==> config.mk <==
export PLATFORM = sky130hd
export DESIGN_NAME = sum_sequencer
export DESIGN_NICKNAME = d
export VERILOG_FILES = /design/src/rtl/sum_sequencer.sv
export SDC_FILE = /design/constraint.sdc
export NUM_CORES = 1
export LEC_CHECK = 0
export CORE_MARGIN = 2
export CORE_UTILIZATION = 40
export DETAILED_ROUTE_END_ITERATION = 10
export PLACE_DENSITY = 0.74
export SETUP_SLACK_MARGIN = 0.4
export SLEW_MARGIN = 25
export SYNTH_ARGS = -nofsm -noshare
export SYNTH_HDL_FRONTEND = slang
export SYNTH_SLANG_ARGS = --single-unit
==> constraint.sdc <==
create_clock -name clk -period 1 [get_ports clk]
set_input_delay 0.1 -clock clk [delete_from_list [all_inputs] [get_ports clk]]
set_output_delay 0.1 -clock clk [all_outputs]
set_load 0.05 [all_outputs]
==> src/rtl/sum_sequencer.sv <==
// Control sequencer for a register-file datapath computing Sum = 1+2+...+n (mod 256).
// All control outputs are registered copies of the decode of the next state.
module sum_sequencer #(
  parameter logic [1:0] ACC_REG = 2'd0,
  parameter logic [1:0] CNT_REG = 2'd1
) (
  input  logic       clk,
  input  logic       restart,
  input  logic       start,
  input  logic       zflag,
  output logic       IE,
  output logic       WE,
  output logic [1:0] WA,
  output logic       RAE,
  output logic [1:0] RAA,
  output logic       RBE,
  output logic [1:0] RBA,
  output logic [2:0] ALU,
  output logic [1:0] SH,
  output logic       OE,
  output logic       busy,
  output logic       done
);

  typedef enum logic [2:0] {
    IDLE  = 3'd0,
    LOADN = 3'd1,
    CLR   = 3'd2,
    CHK   = 3'd3,
    ADD   = 3'd4,
    DEC   = 3'd5,
    DONE  = 3'd6
  } state_t;

  typedef struct packed {
    logic       ie;
    logic       we;
    logic [1:0] wa;
    logic       rae;
    logic [1:0] raa;
    logic       rbe;
    logic [1:0] rba;
    logic [2:0] alu;
    logic [1:0] sh;
    logic       oe;
    logic       busy;
    logic       done;
  } ctrl_t;

  localparam logic [2:0] ALU_PASS = 3'b000;
  localparam logic [2:0] ALU_ADD  = 3'b100;
  localparam logic [2:0] ALU_SUB  = 3'b101;
  localparam logic [2:0] ALU_DEC  = 3'b111;

  state_t state_q, state_d;
  ctrl_t  ctrl_q;

  // Control word for each state; any field not set stays 0, SH is always pass.
  function automatic ctrl_t ctrl_for(input state_t s);
    ctrl_t c;
    c = '0;
    case (s)
      LOADN: begin
        c.ie = 1'b1; c.we = 1'b1; c.wa = CNT_REG; c.busy = 1'b1;
      end
      CLR: begin
        c.we = 1'b1; c.wa = ACC_REG;
        c.rae = 1'b1; c.raa = CNT_REG; c.rbe = 1'b1; c.rba = CNT_REG;
        c.alu = ALU_SUB; c.busy = 1'b1;
      end
      CHK: begin
        c.rae = 1'b1; c.raa = CNT_REG; c.alu = ALU_PASS; c.busy = 1'b1;
      end
      ADD: begin
        c.we = 1'b1; c.wa = ACC_REG;
        c.rae = 1'b1; c.raa = ACC_REG; c.rbe = 1'b1; c.rba = CNT_REG;
        c.alu = ALU_ADD; c.busy = 1'b1;
      end
      DEC: begin
        c.we = 1'b1; c.wa = CNT_REG;
        c.rae = 1'b1; c.raa = CNT_REG; c.alu = ALU_DEC; c.busy = 1'b1;
      end
      DONE: begin
        c.rae = 1'b1; c.raa = ACC_REG; c.alu = ALU_PASS; c.oe = 1'b1; c.done = 1'b1;
      end
      default: c = '0;
    endcase
    return c;
  endfunction

  always_comb begin
    state_d = IDLE;
    case (state_q)
      IDLE:    state_d = start ? LOADN : IDLE;
      LOADN:   state_d = CLR;
      CLR:     state_d = CHK;
      CHK:     state_d = zflag ? DONE : ADD;
      ADD:     state_d = DEC;
      DEC:     state_d = CHK;
      DONE:    state_d = start ? DONE : IDLE;
      default: state_d = IDLE;
    endcase
  end

  always_ff @(posedge clk or posedge restart) begin
    if (restart) begin
      state_q <= IDLE;
      ctrl_q  <= '0;
    end else begin
      state_q <= state_d;
      ctrl_q  <= ctrl_for(state_d);
    end
  end

  assign IE   = ctrl_q.ie;
  assign WE   = ctrl_q.we;
  assign WA   = ctrl_q.wa;
  assign RAE  = ctrl_q.rae;
  assign RAA  = ctrl_q.raa;
  assign RBE  = ctrl_q.rbe;
  assign RBA  = ctrl_q.rba;
  assign ALU  = ctrl_q.alu;
  assign SH   = ctrl_q.sh;
  assign OE   = ctrl_q.oe;
  assign busy = ctrl_q.busy;
  assign done = ctrl_q.done;

endmodule

==> results.py, run 1 <==
metrics = {
    "critical_path": {
        "worstPathArrival_ps": 1190,
        "worstSetupPathType": "reg -> reg",
        "r2r_slack_ps": -30,
        "critPathRequiredTime_ps": 1160,
        "startpoint_type": "flip-flop",
        "ff2ff_path_depth": 4,
        "r2r-end": "state_q[2]$_DFF_PP0_",
        "endpoint_kind": "flip-flop",
        "crit_fanout": 6,
        "r2r-start": "state_q[0]$_DFF_PP0_",
    },
    "detailed_routing": {
        "drt_pass1_iterations": 3,
        "drc": 0,
        "wirelength_um": 1573,
        "drt-wirelength-per-cell_um": 13.56,
        "vias_per_cell": 4.793,
        "dr_total_vias": 556,
        "drt_iter0_drc": 3,
        "detail-route-antenna-nets": 0,
    },
    "job": {
        "cap_violations": 0,
    },
    "floorplan": {
        "start_util_pct": 42.49,
        "die_x_um": 46.60,
        "design.portCount": 22,
        "row_count": 15,
        "die_h_um": 46.60,
        "die-area_mm2": 0.002171,
        "fp.coreArea_mm2": 0.001708,
    },
    "placement": {
        "io_buffers": 16,
        "dp.cells": 105,
        "dp_hpwl_um": 972.6,
        "place.gp.congestion": 0.7404,
    },
    "final_layout": {
        "antennaDiodeCount": 0,
        "area_growth_pct": 75.52,
        "final_common_cell": "buf_12",
        "drive_gt1_share_pct": 75.82,
        "stdcell_count": 116,
        "final_nets": 96,
        "layout_common_cells": "14 x buf_12, 12 x dfrtp_2, 11 x buf_4",
        "num-fill-cells": 103,
    },
    "timing": {
        "max_freq_mhz": 967.5,
        "rsz0062_at_grt": "yes",
        "finalHoldViolCount": 0,
        "fin_crit_ps": 1034,
        "drv_slew": 0,
        "finClkSkew_ps": 7.464,
        "fin_ws_ps": -33.58,
        "fin_tns_setup_ps": -120.8,
        "setup_viol": 6,
        "final.period_utilization_pct": 103.4,
        "hold_ws_ps": 105.7,
    },
    "pwr": {
        "power.share.sequential_pct": 22.0,
        "power_density_mw_per_mm2": 3964,
        "clkPwrFrac_pct": 8.0,
        "switching_share_pct": 42.82,
        "comb_power_share_pct": 69.9,
        "ir_worst_vdd_uv": 2024,
        "power_switching_w": 0.002162,
        "internal_power_w": 0.002887,
        "leakage_nw": 0.5604,
    },
    "logic_synthesis": {
        "ys_ff_latch": 14,
        "synth_cell_types": 31,
        "yosysSeqAreaShare_pct": 48.28,
        "synth_area_um2": 725.7,
        "avgSynthCellArea_um2": 11.90,
        "yosysWarnings": 0,
        "synth_cells": 61,
    },
    "cts": {
        "cts_buffer_depth": 2,
        "cts-root-buf": "clkbuf_4",
        "worstSkewPairLatency_ps": 280,
        "clkSinkCount": 14,
        "h-tree-depth": 1,
        "cts_hold_buf": 0,
        "cts_tree": "built",
        "clk_pin_slew_ps": 90,
        "cts_buffers": 3,
    },
    "grt": {
        "grtUsageMet2_pct": 30.00,
        "top_usage_layer": "met2",
        "grtUsageMet1_pct": 19.37,
        "track_usage_pct": 17.85,
        "grt_pass1_wl_um": 2601,
        "antenna_found_initial": 0,
        "grt_start_max_net_pins": 15,
        "use_met3_pct": 3.137,
        "grt_pass1_vias": 597,
        "gr-total-overflow": 0,
    },
    "min_path": {
        "min_path_type": "in -> async",
    },
    "outcome": {
        "status": "finished with violations",
        "failed_checks": "negative setup slack",
    },
}
[cells by family after synthesis]
family | share of synthesized area (%)
and+or+nand+nor | 17.76
buffers and inverters | 15.69
DFF | 48.28
AOI/OAI and AO/OA | 15.00
muxes | 2.759
other | 0.5167
[area by class of cell]
type	count	area [um2]	area share [%]
tap	25	31.28	2.456
multi-input combinational	36	369.1	28.98
clock buffer	4	36.28	2.849
inverter	3	11.26	0.8841
timing repair buffer	34	460.4	36.15
sequential	14	365.4	28.68
[synthesized netlist by cell type]
master | number | share of area (%)
o22ai_1 | 1 | 0.86
o2bb2ai_1 | 1 | 1.2
conb_1 | 1 | 0.52
o21bai_2 | 1 | 1.6
and2_1 | 1 | 0.86
nor2b_1 | 1 | 0.86
nor2_1 | 3 | 1.6
buf_4 | 8 | 8.3
o221ai_1 | 1 | 1.2
nor3_2 | 2 | 2.8
mux2i_1 | 2 | 2.8
buf_2 | 1 | 0.69
nand3b_4 | 1 | 2.8
nand2b_1 | 2 | 1.7
nand2b_2 | 1 | 1.2
a21oi_2 | 2 | 2.4
nor4b_2 | 1 | 2.1
buf_6 | 2 | 3.1
and2_2 | 1 | 1.0
nand3b_1 | 2 | 2.1
inv_1 | 2 | 1.0
inv_2 | 1 | 0.52
a21oi_1 | 2 | 1.4
dfrtp_1 | 14 | 48
nor2_2 | 1 | 0.86
a2bb2oi_2 | 1 | 2.1
a22o_2 | 1 | 1.4
a31oi_1 | 1 | 0.86
buf_8 | 1 | 2.1
o21bai_1 | 1 | 1.0
o21a_1 | 1 | 1.0
[stage by stage]
stage / total power [W] / setup slack [ps] / utilization [%] / cell area [um2]
after floorplan: 0.002869 / 68.14 / - / 782.0
after global placement: 0.003898 / -26.08 / 62.42 / 1066
after detailed placement: 0.003987 / -102.0 / 62.42 / 1066
after CTS: 0.004817 / -25.94 / 70.77 / 1209
after global routing: 0.005282 / -61.74 / 74.58 / 1274
final: 0.005050 / -33.58 / 74.58 / 1274
[power groups by stage]
| stage | sequential [W] | clock [W] | combinational (W) |
|---|---|---|---|
| after floorplan | 0.00161 | 0 | 0.00126 |
| after global placement | 0.00117 | 0 | 0.00272 |
| after detailed placement | 0.00119 | 0 | 0.00280 |
| after CTS | 0.00111 | 0.000419 | 0.00329 |
| after global routing | 0.00114 | 0.000448 | 0.00370 |
| final | 0.00111 | 0.000406 | 0.00353 |
[critical path, stage by stage, from the launching register on]
cell      delay (ps)
dfrtp_2          480
buf_6            160
buf_6            110
nand2b_4          90
o22ai_2           70
[routing by layer]
layer	vias up	wire [um]	share of wire, %
met1	271	611	39
met4	0	38	2.4
met5	-	0	0
met2	21	869	55
met3	4	55	3.5
li1	260	-	-
[what timing repair did]
item | in CTS | in global routing
setup buffers | 6 | 1
pin swaps | 3 | 6
gates resized for setup | 14 | 11
setup endpoints to repair | 27 | 27
[sequential cells by signal, summed over array words and instances (netlist names)]
register  flops
ALU           3
state_q       3
IE            1
RAA           1
RAE           1
RBE           1
WA            1
WE            1
busy          1
done          1
[worst max-delay path by stage]
stage	start	endpoint	slack, ps	cells past startpoint
floorplan	state_q[1]$_DFF_PP0_	RAE$_DFF_PP0_	70	4
detailed placement	zflag	state_q[1]$_DFF_PP0_	-100	3
global route	state_q[0]$_DFF_PP0_	state_q[2]$_DFF_PP0_	-60	4
finish	state_q[0]$_DFF_PP0_	state_q[2]$_DFF_PP0_	-30	4
global placement	state_q[0]$_DFF_PP0_	state_q[2]$_DFF_PP0_	-30	3
CTS	state_q[0]$_DFF_PP0_	WE$_DFF_PP0_	-30	3
(Power assumes the default switching activity.)
==> inputs of run 2 (changes only) <==
--- a/config.mk
+++ b/config.mk
@@ -7,6 +7,7 @@
 export LEC_CHECK = 0
 export CORE_MARGIN = 2
 export CORE_UTILIZATION = 40
+export CTS_CLUSTER_SIZE = 12
 export DETAILED_ROUTE_END_ITERATION = 10
 export PLACE_DENSITY = 0.74
 export SETUP_SLACK_MARGIN = 0.4
==> results of run 2 <==
Final layout, timing and power as in run 1 (identical DEF).
==> inputs of run 3 (changes only) <==
--- a/config.mk
+++ b/config.mk
@@ -5,8 +5,8 @@
 export SDC_FILE = /design/constraint.sdc
 export NUM_CORES = 1
 export LEC_CHECK = 0
-export CORE_MARGIN = 2
 export CORE_UTILIZATION = 40
+export CTS_CLUSTER_DIAMETER = 80
 export CTS_CLUSTER_SIZE = 12
 export DETAILED_ROUTE_END_ITERATION = 10
 export PLACE_DENSITY = 0.74
==> run 3 against run 2 <==
  * The flow still finishes with violations (negative setup slack)
  * Clock power hardly changed
  * Total power shrank 7.2%
  * Maximum frequency increased by 1.5%
  * Critical endpoint is now RAE$_DFF_PP0_
==> results.py, run 3 (synthesis gave the netlist of run 1 again) <==
metrics = {
    "timing": {
        "rsz0062_at_grt": "yes",
        "fin_ws_ps": -17.82,
        "max_freq_mhz": 982.5,
        "setup_viol": 4,
        "finalHoldViolCount": 0,
        "fin_crit_ps": 1018,
        "finClkSkew_ps": 3.348,
        "final.period_utilization_pct": 101.8,
        "drv_slew": 0,
    },
    "cts": {
        "clkSinkCount": 14,
        "clk_pin_slew_ps": 90,
        "cts_tree": "built",
        "cts_buffers": 3,
        "worstSkewPairLatency_ps": 280,
        "cts_hold_buf": 0,
        "h-tree-depth": 1,
        "cts-root-buf": "clkbuf_4",
        "cts_buffer_depth": 2,
    },
    "detailed_routing": {
        "routed.top_layer": "met4",
        "dr_total_vias": 506,
        "detail-route-antenna-nets": 0,
        "wl_met1_um": 495,
        "route.met2.wl_um": 673,
        "drc": 0,
        "dr_wl_met3_um": 60,
        "wirelength_um": 1243,
        "drt_pass1_iterations": 2,
        "vias_per_cell": 4.600,
        "drt-wirelength-per-cell_um": 11.30,
        "drt_iter0_drc": 4,
    },
    "final_layout": {
        "fin_util_pct": 68.94,
        "num-fill-cells": 109,
        "layout_common_cells": "14 x buf_12, 13 x dfrtp_2, 6 x buf_6",
        "drive_gt1_share_pct": 71.76,
        "antennaDiodeCount": 0,
        "area_growth_pct": 62.24,
        "final_nets": 90,
        "final_common_cell": "buf_12",
    },
    "grt": {
        "grt_pass1_vias": 484,
        "track_usage_pct": 15.17,
        "gr-total-overflow": 0,
        "grt_start_max_net_pins": 15,
        "grt_pass1_wl_um": 2097,
        "antenna_found_initial": 0,
    },
    "pwr": {
        "power_density_mw_per_mm2": 3978,
        "ir_worst_vdd_uv": 1938,
        "total_power_w": 0.004684,
        "leakage_nw": 0.5150,
    },
    "critical_path": {
        "critPathRequiredTime_ps": 1210,
        "endpoint": "RAE$_DFF_PP0_",
        "ff2ff_path_depth": 4,
        "critPathLaunch": "state_q[0]$_DFF_PP0_",
        "crit_fanout": 6,
        "startpoint_type": "flip-flop",
        "r2r-end": "RAE$_DFF_PP0_",
        "r2r-start": "state_q[0]$_DFF_PP0_",
        "worstPathArrival_ps": 1220,
        "endpoint_kind": "flip-flop",
        "r2r_slack_ps": -20,
        "worstSetupPathType": "reg -> reg",
    },
    "outcome": {
        "status": "finished with violations",
        "failed_checks": "negative setup slack",
    },
    "placement": {
        "io_buffers": 16,
        "place.gp.congestion": 0.7950,
        "dp_hpwl_um": 855.1,
    },
    "floorplan": {
        "die-area_mm2": 0.001989,
        "die_h_um": 44.60,
        "fp.coreArea_mm2": 0.001708,
        "die_x_um": 44.60,
        "start_util_pct": 42.49,
        "row_count": 15,
        "design.portCount": 22,
    },
    "min_path": {
        "min_path_type": "in -> async",
    },
    "job": {
        "cap_violations": 0,
    },
}
run 3: per-stage QoR:
step	hold WS, ps	setup TNS [ps]	worst slack [ps]	area [um2]	cells
floorplan	-11.52	0	68.14	782.0	65
global placement	412.2	-1169	-109.0	1049	101
detailed placement	410.9	-1413	-142.4	1049	101
CTS	103.0	-11.35	-9.558	1171	110
global route	110.7	-506.7	-63.26	1177	110
finish	103.0	-44.72	-17.82	1177	110
run 3: final cells by class:
type | instances | area (um2) | area share [%]
Inverter | 3 | 11.26 | 0.9564
Tap cell | 25 | 31.28 | 2.657
Timing Repair Buffer | 28 | 412.9 | 35.07
Multi-Input combinational cell | 36 | 319.1 | 27.10
Clock buffer | 4 | 36.28 | 3.082
Sequential cell | 14 | 366.6 | 31.14
run 3: worst min path at each step:
stage                     startpoint             to  cells after the start
after CTS                    restart  RAE$_DFF_PP0_                      3
after global placement       restart  RAE$_DFF_PP0_                      3
after global routing         restart  RAE$_DFF_PP0_                      3
after detailed placement     restart  RAE$_DFF_PP0_                      3
final                        restart  RAE$_DFF_PP0_                      3
after floorplan              restart  RAE$_DFF_PP0_                      1
run 3: worst max-delay path, stage by stage, from the launching register on:
cell	delay [ps]
dfrtp_2	420
buf_6	140
buf_6	110
nand2b_4	120
a31oi_1	160
run 3: per-layer routing:
layer  track usage [%]  vias up
li1                  -      245
met1             16.49      242
met2             27.06       17
met3             4.082        2
met4             7.273        0
met5                 0        -
run 3: power by group:
group,internal (W),switching [W]
combinational,0.00164,0.00156
clock,0.000221,0.000185
sequential,0.000851,0.000225
total,0.00271,0.00197
run 3: repair_timing:
action,in CTS,in global routing
gates cloned,0,0
endpoints found under the setup margin,27,27
hold endpoints to repair,0,0
gates resized for setup,13,2
pin swaps,6,1
buffers inserted,5,0
